### src/rtl/thermal_monitor.sv
// Multi-sensor thermal monitor: IIR filtering, fault masking, hottest-channel select and hysteretic NORMAL/WARM/HOT/CRITICAL FSM.
// Latency: max two edges after each sample tick, state three edges after it; no backpressure; THERMAL_MON_SHUTDOWN_EN adds the shutdown dwell.
`timescale 1ns/1ps
module thermal_monitor #(
  parameter int NUM_SENSORS = 4,
  parameter int SAMPLE_DIV  = 16,
  parameter int AVG_SHIFT   = 2,
  parameter int FAULT_LIMIT = 3,
  parameter int CRIT_DWELL  = 4,
  localparam int IDW = (NUM_SENSORS > 1) ? $clog2(NUM_SENSORS) : 1
) (
  input  logic                     clk,
  input  logic                     rst_n,
  input  logic                     enable,
  input  logic [NUM_SENSORS*8-1:0] temp_celsius,
  input  logic [NUM_SENSORS-1:0]   sensor_valid,
  input  logic [7:0]               warn_thresh,
  input  logic [7:0]               hot_thresh,
  input  logic [7:0]               crit_thresh,
  input  logic [7:0]               hyst,
  output logic [7:0]               max_temp,
  output logic [IDW-1:0]           max_sensor_id,
  output logic [1:0]               thermal_state,
  output logic [2:0]               throttle_level,
  output logic                     thermal_irq,
  output logic [NUM_SENSORS-1:0]   fault_mask,
  output logic                     shutdown_req
);

  localparam int CW  = (SAMPLE_DIV > 1) ? $clog2(SAMPLE_DIV) : 1;
  localparam int AW  = 8 + AVG_SHIFT;
  localparam int FCW = $clog2(FAULT_LIMIT + 1);

  typedef enum logic [1:0] {NORMAL = 2'd0, WARM = 2'd1, HOT = 2'd2, CRITICAL = 2'd3} state_t;

  logic [CW-1:0]          cnt;
  logic                   tick;
  logic                   tick_d;
  logic                   eval_d;
  logic [AW-1:0]          acc   [NUM_SENSORS];
  logic [FCW-1:0]         fcnt  [NUM_SENSORS];
  logic [NUM_SENSORS-1:0] seeded;
  logic [7:0]             filt  [NUM_SENSORS];
  logic [7:0]             best_t;
  logic [IDW-1:0]         best_id;
  logic                   found;
  state_t                 state;
  state_t                 up_tgt;
  state_t                 nxt_state;
  logic [7:0]             warn_lo;
  logic [7:0]             hot_lo;
  logic [7:0]             crit_lo;

  assign tick = enable && (cnt == CW'(SAMPLE_DIV - 1));
  assign thermal_state = state;

  always_ff @(posedge clk or negedge rst_n) begin
    if (!rst_n)
      cnt <= '0;
    else if (!enable || cnt == CW'(SAMPLE_DIV - 1))
      cnt <= '0;
    else
      cnt <= cnt + 1'b1;
  end

  // A valid sample clears the channel's fault history on the same tick.
  always_ff @(posedge clk or negedge rst_n) begin
    if (!rst_n) begin
      seeded     <= '0;
      fault_mask <= '0;
      for (int i = 0; i < NUM_SENSORS; i++) begin
        acc[i]  <= '0;
        fcnt[i] <= '0;
      end
    end else if (tick) begin
      for (int i = 0; i < NUM_SENSORS; i++) begin
        if (sensor_valid[i]) begin
          seeded[i]     <= 1'b1;
          fcnt[i]       <= '0;
          fault_mask[i] <= 1'b0;
          if (seeded[i])
            acc[i] <= acc[i] - (acc[i] >> AVG_SHIFT) + AW'(temp_celsius[8*i +: 8]);
          else
            acc[i] <= AW'(temp_celsius[8*i +: 8]) << AVG_SHIFT;
        end else begin
          if (fcnt[i] != FCW'(FAULT_LIMIT))
            fcnt[i] <= fcnt[i] + 1'b1;
          if (fcnt[i] >= FCW'(FAULT_LIMIT - 1))
            fault_mask[i] <= 1'b1;
        end
      end
    end
  end

  // Strict compare keeps the lowest index on ties; no eligible channel reads as 8'hFF.
  always_comb begin
    best_t  = 8'hFF;
    best_id = '0;
    found   = 1'b0;
    for (int i = 0; i < NUM_SENSORS; i++) begin
      filt[i] = acc[i][AW-1:AVG_SHIFT];
      if (seeded[i] && !fault_mask[i] && (!found || filt[i] > best_t)) begin
        found   = 1'b1;
        best_t  = filt[i];
        best_id = IDW'(i);
      end
    end
  end

  assign warn_lo = (warn_thresh > hyst) ? warn_thresh - hyst : 8'd0;
  assign hot_lo  = (hot_thresh  > hyst) ? hot_thresh  - hyst : 8'd0;
  assign crit_lo = (crit_thresh > hyst) ? crit_thresh - hyst : 8'd0;

  always_comb begin
    if (max_temp >= crit_thresh)     up_tgt = CRITICAL;
    else if (max_temp >= hot_thresh) up_tgt = HOT;
    else if (max_temp >= warn_thresh) up_tgt = WARM;
    else                              up_tgt = NORMAL;
    nxt_state = state;
    if (up_tgt > state)
      nxt_state = up_tgt;
    else begin
      case (state)
        CRITICAL: if (max_temp < crit_lo) nxt_state = HOT;
        HOT:      if (max_temp < hot_lo)  nxt_state = WARM;
        WARM:     if (max_temp < warn_lo) nxt_state = NORMAL;
        default:  nxt_state = state;
      endcase
    end
  end

  function automatic logic [2:0] throttle_of(input state_t s);
    case (s)
      WARM:     return 3'd2;
      HOT:      return 3'd5;
      CRITICAL: return 3'd7;
      default:  return 3'd0;
    endcase
  endfunction

  always_ff @(posedge clk or negedge rst_n) begin
    if (!rst_n) begin
      tick_d         <= 1'b0;
      eval_d         <= 1'b0;
      max_temp       <= '0;
      max_sensor_id  <= '0;
      state          <= NORMAL;
      throttle_level <= '0;
      thermal_irq    <= 1'b0;
    end else begin
      thermal_irq <= 1'b0;
      if (enable) begin
        tick_d <= tick;
        eval_d <= tick_d;
        if (tick_d) begin
          max_temp      <= best_t;
          max_sensor_id <= best_id;
        end
        if (eval_d) begin
          state          <= nxt_state;
          throttle_level <= throttle_of(nxt_state);
          thermal_irq    <= (nxt_state > state);
        end
      end
    end
  end

`ifdef THERMAL_MON_SHUTDOWN_EN
  localparam int DW = $clog2(CRIT_DWELL + 1);
  logic [DW-1:0] dwell;

  // Request latches once CRITICAL persists for CRIT_DWELL evaluations.
  always_ff @(posedge clk or negedge rst_n) begin
    if (!rst_n) begin
      dwell        <= '0;
      shutdown_req <= 1'b0;
    end else if (enable && eval_d) begin
      if (nxt_state == CRITICAL) begin
        if (dwell != DW'(CRIT_DWELL))
          dwell <= dwell + 1'b1;
        if (dwell >= DW'(CRIT_DWELL - 1))
          shutdown_req <= 1'b1;
      end else begin
        dwell <= '0;
      end
    end
  end
`else
  assign shutdown_req = 1'b0;
`endif

endmodule
### config.mk
export PLATFORM = sky130hd
export DESIGN_NAME = thermal_monitor
export DESIGN_NICKNAME = d
export VERILOG_FILES = /design/src/rtl/thermal_monitor.sv
export SDC_FILE = /design/constraint.sdc
export NUM_CORES = 1
export LEC_CHECK = 0
export ABC_AREA = 1
export CAP_MARGIN = 25
export CORE_MARGIN = 1
export CORE_UTILIZATION = 35
export CTS_BUF_LIST = sky130_fd_sc_hd__clkbuf_2
export CTS_CLUSTER_DIAMETER = 150
export CTS_CLUSTER_SIZE = 30
export DETAILED_ROUTE_END_ITERATION = 12
export PLACE_DENSITY = 0.51
export SLEW_MARGIN = 25
export SYNTH_ARGS = -nofsm -noshare
export SYNTH_HDL_FRONTEND = slang
export SYNTH_SLANG_ARGS = --single-unit
### constraint.sdc
create_clock -name clk -period 7.52 [get_ports clk]
set_clock_uncertainty 0.15 [all_clocks]
set_input_delay 1.504 -clock clk [delete_from_list [all_inputs] [get_ports clk]]
set_output_delay 1.504 -clock clk [all_outputs]
set_load 0.01 [all_outputs]
==> results.yml <==
grt:
  grt_max_degree: 53
  grt_pass1_vias: 8070
  overflow: 0
  grt_pass1_wl_um: 39550
  antenna_found_initial: 1
  grt_use_total: 0.1883
synthesis:
  syn_area_um2: 9133
  synthTopCellsByArea: "dfrtp_1, ha_1, inv_1, nand2_1, fa_1"
  synth_warnings: 0
  yosysTopAreaCell: "dfrtp_1"
  synth-seq-area-share: 0.2082
  synthFlopType: "dfrtp_1"
  synth_nets: 1528
  syn_avg_cell_area_um2: 7.157
  synth_enable_flop_cells: 0
  synth.ff_latch_count: 76
  synth.top_cell.area_share: 0.2082
  ys_async_sr_fraction: 1.000
  synth_cell_types: 52
  netlist_instances: 1276
power_and_ir_drop:
  vdd_drop_max_mv: 0.08009
  swShare: 0.3966
  power.share.clock: 0.211
  combPwrFrac: 0.431
  seq_power_share: 0.358
  powerDensity_nw_per_um2: 123.8
  p_int_w: 0.0007842
  power.leakage_nw: 5.703
  p_sw_w: 0.0005155
  power_w: 0.001300
finish:
  drive_gt1_frac: 0.04179
  nNetsFinal: 1611
  area_growth_pct: 14.95
  final_common_cell: "inv_1"
  final_cell_mix: "inv_1, nand2_1, ha_1, a21oi_1, clkdlybuf4s50_1"
sta:
  final-hold-violation-count: 0
  fin_crit_sh: 0.7114
  final.setup.tns_ps: 0
  rsz0062_at_grt: "no"
  final_max_slew_viol_count: 0
  fin_ws_ps: 2170
  fmax_mhz: 186.9
  slew_headroom: 0.5215
  tightestPinTransition_ps: 715.2
  setup_viol_count_final: 0
  fin_crit_ps: 5350
worst_setup_path:
  r2r_slack_ps: 2170
  cp_common_cell: "nand2_1"
  criticalPathCategory: "flop to flop"
  r2r_start: "seeded[0]"
  rr_worst_depth: 32
  r2r_end: "max_temp[7]"
  crit_fanout: 15
  cp_data_required_time_ps: 7900
  slowest_stage: "dfrtp_1"
  critPathLaunchType: "flop"
  end_kind: "flop"
  max_stage_delay_ps: 660
  cp.arrival_ps: 5730
floorplan:
  die_h_um: 163.5
  die_x_um: 163.5
  start_util: 0.3596
  ios: 92
  die_area_um2: 26740
  rows: 58
  core_um2: 25400
cts:
  htreeDepth: 3
  cts_resized: 0
  cts_setup_buffers: 0
  cts_made_buffers: 9
  clock_latency_ps: 590
  clock_path_buffers: 2
  cts-root-buf: "clkbuf_2"
  hold_buffers: 0
  cts_sinks: 76
  cts_tree: "built"
  cts.clk_slew.worst_paths_ps: 250
place:
  portBuffers: 90
  dpl_worst_slack_ps: 2089
  gp_congestion: 0.8156
  dp.final_hpwl_um: 19740
run_status:
  status: "completed"
detailed_routing:
  vias_per_cell: 4.861
  vias: 8240
  ant_nets: 0
  wl_um: 23980
  dr.first_iter.drc_count: 397
  remaining_drc_errors: 0
  first_pass_iters: 5
  wl_per_cell_um: 14.15
hold_path:
  worstHoldEndpoint: "cnt[0]"
  worstHoldPathCells: 1
  hold_path_class: "flop to flop"
  worstHoldStart: "cnt[0]"
job:
  maxCapViolCount: 0
-- critical path: cells and delay by family, from the launching register on --
family                   cells  cell delay [ps]
AND/OR/NAND/NOR             17             1740
flip-flops                   1              660
buffers and inverters        4              530
adder cells (fa/ha/maj)      3              860
AO/OA/AOI/OAI                8             1360
-- how the worst max path moves through the flow --
stage          startpoint          end  depth (start not counted)  slack [ps]
4_1_cts         seeded[0]  max_temp[7]                         32        2180
5_1_grt         seeded[0]  max_temp[7]                         32        1640
3_3_place_gp      hyst[1]  thermal_irq                         25        2130
6_report        seeded[0]  max_temp[7]                         32        2170
2_1_floorplan   seeded[0]  max_temp[7]                         34        2860
3_5_place_dp      hyst[1]  thermal_irq                         25        2090
-- registers in the layout, indices dropped and copies added (netlist names) --
| register | cells |
|---|---|
| acc | 40 |
| cnt | 4 |
| eval_d | 1 |
| fault_mask | 4 |
| fcnt | 8 |
| max_sensor_id | 2 |
| max_temp | 8 |
| seeded | 4 |
| thermal_irq | 1 |
| thermal_state | 1 |
| throttle_level | 2 |
| tick_d | 1 |
-- cells by family after synthesis --
| family | Yosys count | synth area share |
|---|---|---|
| simple gates | 460 | 0.2162 |
| fa+ha+maj | 181 | 0.2767 |
| buf+inv | 299 | 0.1259 |
| other cells | 1 | 0.0004106 |
| xor+xnor | 14 | 0.01343 |
| mux | 4 | 0.004932 |
| compound gates | 241 | 0.1541 |
| flops | 76 | 0.2082 |
-- routing by layer --
layer  track usage  routed length, um  vias to the layer above
li1              -                  -                     4288
met1        0.2422              11280                     3801
met2        0.3303              11520                      132
met3       0.02489                872                       19
met4       0.04714                310                        0
met5             0                  0                        -
-- stage by stage --
step                        util  hold slack, ps  instance area [um^2]  instances
final                     0.4133           348.6                 10500       1695
after global routing      0.4133           366.7                 10500       1695
after CTS                 0.4132           350.9                 10500       1694
after detailed placement  0.4078           315.3                 10360       1678
after global placement    0.4078           303.5                 10360       1678
after floorplan                -           282.9                  9133       1276
-- Yosys cell counts, types with 4 or more instances --
cell type and number:
inv_2 6, fa_1 35, nor3_1 5, o2111ai_1 5, ha_1 146, buf_2 5
a21oi_2 4, inv_1 272, a21oi_1 100, xor2_1 10, xnor2_1 4, a22oi_1 13
o22ai_1 4, or2_1 4, o21ai_0 63, or2_2 7, nand3_1 76, nor2_1 74
buf_4 5, dfrtp_1 76, clkbuf_1 10, o21ai_1 19, o211ai_1 7, a31oi_1 5
nand2_1 263, mux2_2 4, nand4_1 11
-- power by group through the flow --
stage / combinational (W) / sequential [W] / clock, W
floorplan: 0.000374 / 0.000466 / 0
global placement: 0.000558 / 0.000474 / 0
detailed placement: 0.000563 / 0.000474 / 0
CTS: 0.000567 / 0.000467 / 0.000286
global route: 0.000653 / 0.000472 / 0.000306
finish: 0.000560 / 0.000466 / 0.000274
-- final cells by class --
class                           count  area (um^2)
Multi-Input combinational cell    901         6081
Clock inverter                      7        91.34
Fill cell                        2696        14900
Inverter                          279         1050
Timing Repair Buffer               92        913.4
Clock buffer                        9        45.04
Sequential cell                    76         1902
Tap cell                          330        412.9
Antenna cell                        1        2.502
Power figures use the tool's default switching activity.
